===== config.mk =====
export PLATFORM = sky130hd
export DESIGN_NAME = pipe_ctrl
export DESIGN_NICKNAME = d
export VERILOG_FILES = /design/src/rtl/pipe_ctrl_pkg.sv /design/src/rtl/pipe_ctrl_fwd_sel.sv /design/src/rtl/pipe_ctrl.sv
export SDC_FILE = /design/constraint.sdc
export NUM_CORES = 1
export LEC_CHECK = 0
export ABC_CLOCK_PERIOD_IN_PS = 6350
export CORE_ASPECT_RATIO = 1.75
export CORE_MARGIN = 5
export CORE_UTILIZATION = 34
export DETAILED_ROUTE_END_ITERATION = 7
export DONT_BUFFER_PORTS = 1
export PLACE_DENSITY = 0.55
export SETUP_SLACK_MARGIN = 0.1
export SLEW_MARGIN = 10
export SYNTH_ARGS = -nofsm -noshare
export SYNTH_HDL_FRONTEND = slang
export SYNTH_SLANG_ARGS = --single-unit
export TNS_END_PERCENT = 100

===== constraint.sdc =====
create_clock -name clk -period 6.35 [get_ports clk]
set_clock_uncertainty 0.2 [all_clocks]
set_input_delay 0.3175 -clock clk [delete_from_list [all_inputs] [get_ports clk]]
set_output_delay 0.3175 -clock clk [all_outputs]
set_load 0.02 [all_outputs]

===== src/rtl/pipe_ctrl_pkg.sv =====
// pipe_ctrl_pkg: FSM state encoding and forwarding select codes for the pipeline controller
package pipe_ctrl_pkg;
    typedef enum logic [1:0] {
        RUN    = 2'd0,
        DRAIN  = 2'd1,
        HALTED = 2'd2
    } state_e;

    localparam logic [1:0] FWD_IDEX  = 2'b00;
    localparam logic [1:0] FWD_EXMEM = 2'b10;
    localparam logic [1:0] FWD_MEMWB = 2'b01;
endpackage


===== src/rtl/pipe_ctrl_fwd_sel.sv =====
// pipe_ctrl_fwd_sel: forwarding source select for one EX operand, EX/MEM beats MEM/WB
module pipe_ctrl_fwd_sel
    import pipe_ctrl_pkg::*;
#(
    parameter int REGADDR_W     = 4,
    parameter int FWD_EN        = 1,
    parameter int ZERO_REG_HARD = 1
) (
    input  logic [REGADDR_W-1:0] src_i,
    input  logic [REGADDR_W-1:0] mem_rd_i,
    input  logic                 mem_reg_write_i,
    input  logic [REGADDR_W-1:0] wb_rd_i,
    input  logic                 wb_reg_write_i,
    output logic [1:0]           sel_o
);
    logic mem_hit, wb_hit;

    assign mem_hit = mem_reg_write_i && mem_rd_i == src_i && !(ZERO_REG_HARD != 0 && mem_rd_i == '0);
    assign wb_hit  = wb_reg_write_i && wb_rd_i == src_i && !(ZERO_REG_HARD != 0 && wb_rd_i == '0);
    assign sel_o   = (FWD_EN == 0) ? FWD_IDEX : mem_hit ? FWD_EXMEM : wb_hit ? FWD_MEMWB : FWD_IDEX;
endmodule


===== src/rtl/pipe_ctrl.sv =====
// pipe_ctrl: hazard/forward/jump/halt control for the 5-stage CPU with DMEM wait,
// halt-drain FSM and saturating performance counters
module pipe_ctrl
    import pipe_ctrl_pkg::*;
#(
    parameter int REGADDR_W     = 4,
    parameter int CNT_W         = 32,
    parameter int DRAIN_DEPTH   = 3,
    parameter int FWD_EN        = 1,
    parameter int ZERO_REG_HARD = 1
) (
    input  logic                 clk,
    input  logic                 reset,
    input  logic [REGADDR_W-1:0] id_rs_i,
    input  logic [REGADDR_W-1:0] id_rt_i,
    input  logic                 id_uses_rs_i,
    input  logic                 id_uses_rt_i,
    input  logic                 id_jump_i,
    input  logic                 id_halt_i,
    input  logic [REGADDR_W-1:0] ex_rs_i,
    input  logic [REGADDR_W-1:0] ex_rt_i,
    input  logic [REGADDR_W-1:0] ex_rd_i,
    input  logic                 ex_reg_write_i,
    input  logic                 ex_mem_read_i,
    input  logic [REGADDR_W-1:0] mem_rd_i,
    input  logic                 mem_reg_write_i,
    input  logic [REGADDR_W-1:0] wb_rd_i,
    input  logic                 wb_reg_write_i,
    input  logic                 dmem_req_i,
    input  logic                 dmem_ready_i,
    input  logic                 retire_i,
    output logic                 pc_write_o,
    output logic                 if_id_write_o,
    output logic                 if_id_flush_o,
    output logic                 id_ex_flush_o,
    output logic                 pipe_hold_o,
    output logic [1:0]           forward_a_o,
    output logic [1:0]           forward_b_o,
    output logic                 halted_o,
    output logic [CNT_W-1:0]     cycle_cnt_o,
    output logic [CNT_W-1:0]     stall_cnt_o,
    output logic [CNT_W-1:0]     retire_cnt_o
);
    localparam int DW = (DRAIN_DEPTH < 2) ? 1 : $clog2(DRAIN_DEPTH + 1);

    state_e           state_q, state_d;
    logic [DW-1:0]    drain_q, drain_d;
    logic             halted_q;
    logic [CNT_W-1:0] cyc_q, stl_q, ret_q;
    logic [1:0]       sel_a, sel_b;
    logic             hold, raw, raw_rs, raw_rt, halt_go;

    function automatic logic hit(input logic we, input logic [REGADDR_W-1:0] rd, input logic [REGADDR_W-1:0] src);
        return we && rd == src && !(ZERO_REG_HARD != 0 && rd == '0);
    endfunction

    function automatic logic [CNT_W-1:0] sat_inc(input logic [CNT_W-1:0] v, input logic en);
        return (en && !(&v)) ? v + 1'b1 : v;
    endfunction

    pipe_ctrl_fwd_sel #(.REGADDR_W(REGADDR_W), .FWD_EN(FWD_EN), .ZERO_REG_HARD(ZERO_REG_HARD)) u_fwd_a (
        .src_i(ex_rs_i), .mem_rd_i(mem_rd_i), .mem_reg_write_i(mem_reg_write_i),
        .wb_rd_i(wb_rd_i), .wb_reg_write_i(wb_reg_write_i), .sel_o(sel_a)
    );

    pipe_ctrl_fwd_sel #(.REGADDR_W(REGADDR_W), .FWD_EN(FWD_EN), .ZERO_REG_HARD(ZERO_REG_HARD)) u_fwd_b (
        .src_i(ex_rt_i), .mem_rd_i(mem_rd_i), .mem_reg_write_i(mem_reg_write_i),
        .wb_rd_i(wb_rd_i), .wb_reg_write_i(wb_reg_write_i), .sel_o(sel_b)
    );

    // without forwarding every in-flight writer of an ID source must be waited out
    assign raw_rs = id_uses_rs_i && (hit(ex_mem_read_i, ex_rd_i, id_rs_i) || (FWD_EN == 0 &&
                    (hit(ex_reg_write_i, ex_rd_i, id_rs_i) || hit(mem_reg_write_i, mem_rd_i, id_rs_i) ||
                     hit(wb_reg_write_i, wb_rd_i, id_rs_i))));
    assign raw_rt = id_uses_rt_i && (hit(ex_mem_read_i, ex_rd_i, id_rt_i) || (FWD_EN == 0 &&
                    (hit(ex_reg_write_i, ex_rd_i, id_rt_i) || hit(mem_reg_write_i, mem_rd_i, id_rt_i) ||
                     hit(wb_reg_write_i, wb_rd_i, id_rt_i))));
    assign raw     = raw_rs || raw_rt;
    assign hold    = dmem_req_i && !dmem_ready_i;
    assign halt_go = id_halt_i && state_q == RUN && !hold && !raw && !id_jump_i;

    assign forward_a_o  = reset ? FWD_IDEX : sel_a;
    assign forward_b_o  = reset ? FWD_IDEX : sel_b;
    assign halted_o     = halted_q;
    assign cycle_cnt_o  = cyc_q;
    assign stall_cnt_o  = stl_q;
    assign retire_cnt_o = ret_q;

    always_comb begin
        pc_write_o    = 1'b0;
        if_id_write_o = 1'b0;
        if_id_flush_o = 1'b0;
        id_ex_flush_o = 1'b0;
        pipe_hold_o   = 1'b0;
        if (reset) begin
            if_id_flush_o = 1'b1;
            id_ex_flush_o = 1'b1;
        end else if (hold) begin
            pipe_hold_o = 1'b1;
        end else if (state_q != RUN || raw) begin
            id_ex_flush_o = 1'b1;
        end else if (id_jump_i) begin
            pc_write_o    = 1'b1;
            if_id_flush_o = 1'b1;
            id_ex_flush_o = 1'b1;
        end else if (id_halt_i) begin
            id_ex_flush_o = 1'b1;
        end else begin
            pc_write_o    = 1'b1;
            if_id_write_o = 1'b1;
        end
    end

    always_comb begin
        state_d = state_q;
        drain_d = drain_q;
        if (halt_go) begin
            state_d = DRAIN;
            drain_d = DW'(DRAIN_DEPTH);
        end else if (state_q == DRAIN && !hold) begin
            drain_d = drain_q - DW'(1);
            state_d = (drain_q <= DW'(1)) ? HALTED : DRAIN;
        end
    end

    always_ff @(posedge clk) begin
        if (reset) begin
            state_q  <= RUN;
            drain_q  <= '0;
            halted_q <= 1'b0;
            cyc_q    <= '0;
            stl_q    <= '0;
            ret_q    <= '0;
        end else begin
            state_q  <= state_d;
            drain_q  <= drain_d;
            halted_q <= state_d == HALTED;
            cyc_q    <= sat_inc(cyc_q, state_q != HALTED);
            stl_q    <= sat_inc(stl_q, hold || raw);
            ret_q    <= sat_inc(ret_q, retire_i);
        end
    end
endmodule


==> results.yml <==
route:
  wl_per_cell_um: 17.2
  drt-total-wl_um: 14100
  via_per_inst: 5.62
  via_count: 4600
  drt_iter0_markers: 185
  firstDrtPassIters: 4
  drc_errors: 0
  ant_nets: 0
worst_setup_path:
  critical-path-top-delay-family: "simple AND/OR/NAND/NOR gates"
  critPathBufInv: 0
  max_stage_delay_ns: 1.06
  crit_path_max_fanout: 8
  worst_ep_arrival_time_ns: 2.88
  critPathCaptureType: "flop"
  critPathLaunchType: "flop"
  worstSetupPathType: "reg -> reg"
  crit_required_ns: 6.38
  crit_path_top_delay_cell: "nor4_1"
  path_cells: "and4_1 > nand3_1 > nor4_1 > nor3_1 > xnor2_1 > nor2_1"
grt:
  grt_max_degree: 104
  antenna_found_initial: 0
  grt_usage: 0.152
  grt_pass1_vias: 4587
  grt-ovfl-total: 0
  grt_first_pass_wirelength_um: 22900
sta:
  hold_viol_final: 0
  holdWs_ns: 0.0117
  maxSlewViolCount: 0
  tns_ns: 0
  finalSetupViolations: 0
  worst_slew_pin_slew_ns: 1.24
  min_period_ns: 2.86
  relSlewSlack: 0.166
  min_period_over_period: 0.450
  grt_setup_unrepaired: "false"
  fmax_mhz: 350
power:
  peakVddDrop_mv: 0.108
  power_switching_share: 0.235
  power.density_mw_per_mm2: 226
  p_int_w: 0.000983
  pwr-share-clk: 0.438
  p_switching_w: 0.000302
  p_total_w: 0.00129
  power_frac_comb: 0.052
  p_seq_frac: 0.510
  p_leak_nw: 1.76
synth:
  syn_area_per_cell_um2: 8.17
  yosysMostFrequentCell: "dfxtp_1"
  synth_warnings: 0
  yosysSeqAreaShare: 0.388
  ys_seq_elements: 101
  synthTopCellsByCount: "dfxtp_1, nor2_1, xnor2_1"
  synth_top_area_frac: 0.388
  synth_fp_nets: 683
  ys.flop_type: "dfxtp_1"
  synth_area_mm2: 0.00521
  syn_inst: 638
  synth-edff-count: 0
  synth_top_area_cell: "dfxtp_1"
  synthTopCellsByArea: "dfxtp_1, xnor2_1, nor2_1"
  synth_cell_types: 50
  ys_async_sr_fraction: 0
die:
  die_w_um: 104
  initial_core_util: 0.342
  dieArea_mm2: 0.0180
  die_h_um: 174
  coreArea_mm2: 0.0152
  std_cell_rows: 60
  io_pins: 147
final_layout:
  area_growth_pct: 9.19
  final_util: 0.374
  n_antenna_cell: 0
  layout-drive-gt1-share: 0.0459
  layout.nets: 673
  final_cell_count_no_fill: 818
clocking:
  root_buffer: "clkbuf_16"
  clk_pin_slew_ns: 0.07
  clkSinkCount: 101
  cts_buffer_depth: 2
  cts_tree: "done"
  cts_htree_levels: 3
  clock_latency_ns: 0.35
  cts_inserted_buffers: 9
  ctsResizeCount: 0
place:
  dp_cells: 801
  gp_congestion: 0.834
  portBuffers: 0
  dp.final_hpwl_um: 10200
status:
  status: "finished clean"
run:
  max-cap-violations: 0
worst_hold_path:
  hp-class: "in -> reg"
==> through the flow <==
step	cell area (um2)	setup slack [ns]
after CTS	5690	3.43
after global routing	5690	3.14
after global placement	5360	3.46
final	5690	3.49
after detailed placement	5360	3.45
after floorplan	5210	3.83
==> power by group through the flow <==
stage | logic (W) | clock network [W] | registers [W]
after global placement | 0.0000517 | 0 | 0.000670
after detailed placement | 0.0000546 | 0 | 0.000670
final | 0.0000666 | 0.000563 | 0.000655
after CTS | 0.0000677 | 0.000589 | 0.000655
after floorplan | 0.0000551 | 0 | 0.000667
after global routing | 0.0000740 | 0.000612 | 0.000657
==> worst reg2reg max path: stages, from the launching register on <==
cell and delay (ns):
dfxtp_1 0.52, and4_1 0.39, nand3_1 0.16, nor4_1 1.06, nor3_1 0.15, xnor2_1 0.21, nor2_1 0.05
==> cell type report <==
type | instances | area [um2]
Fill cell | 1588 | 9550
Multi-Input combinational cell | 501 | 3050
Sequential cell | 101 | 2020
Clock buffer | 10 | 239
Tap cell | 186 | 233
Clock inverter | 5 | 60.1
Inverter | 13 | 48.8
Timing Repair Buffer | 2 | 37.5
==> cell usage in the layout, fill, tap and decap left out, types with 9 or more instances in the layout <==
master / count
a21oi_1: 40
and3_1: 16
and4_1: 13
clkbuf_16: 9
dfxtp_1: 101
inv_1: 11
nand2_1: 40
nand3_1: 37
nand4_1: 30
nor2_1: 78
nor3_1: 22
nor4_1: 9
o21ai_0: 37
or3_1: 34
xnor2_1: 45
xor2_1: 32
==> metal layers <==
| layer | track usage | share of wire | vias up |
|---|---|---|---|
| li1 | - | - | 2261 |
| met1 | 0.147 | 0.36 | 2154 |
| met2 | 0.282 | 0.53 | 162 |
| met3 | 0.0578 | 0.088 | 23 |
| met4 | 0.0629 | 0.024 | 0 |
| met5 | 0 | 0 | - |
==> path summary, 6_finish.rpt <==
kind,start,to,slack [ns],depth (start not counted)
max,retire_cnt_o[2],retire_cnt_o[21],3.49,6
min,retire_i,retire_cnt_o[2],0.01,3
max reg2reg,retire_cnt_o[2],retire_cnt_o[21],3.49,6
min reg2reg,state_q[0],state_q[0],0.33,2
==> cell families (layout without fill, tap and decap cells) <==
| group | after synthesis | in the layout | synth area share |
|---|---|---|---|
| compound gates | 99 | 99 | 0.113 |
| xor+xnor | 77 | 77 | 0.129 |
| fa+ha+maj | 4 | 4 | 0.00960 |
| buf+inv | 36 | 30 | 0.0266 |
| flops | 101 | 101 | 0.388 |
| mux | 3 | 3 | 0.00600 |
| simple gates | 318 | 318 | 0.328 |
==> registers in the layout (all words and copies together) (netlist names) <==
signal        flops
drain_q           2
retire_cnt_o     32
cycle_cnt_o      32
halted_o          1
stall_cnt_o      32
state_q           2
==> repair_timing <==
item,CTS,global route
hold endpoints to repair,101,0
setup buffers,0,0
hold buffers,2,0
Power figures use the tool's default switching activity.
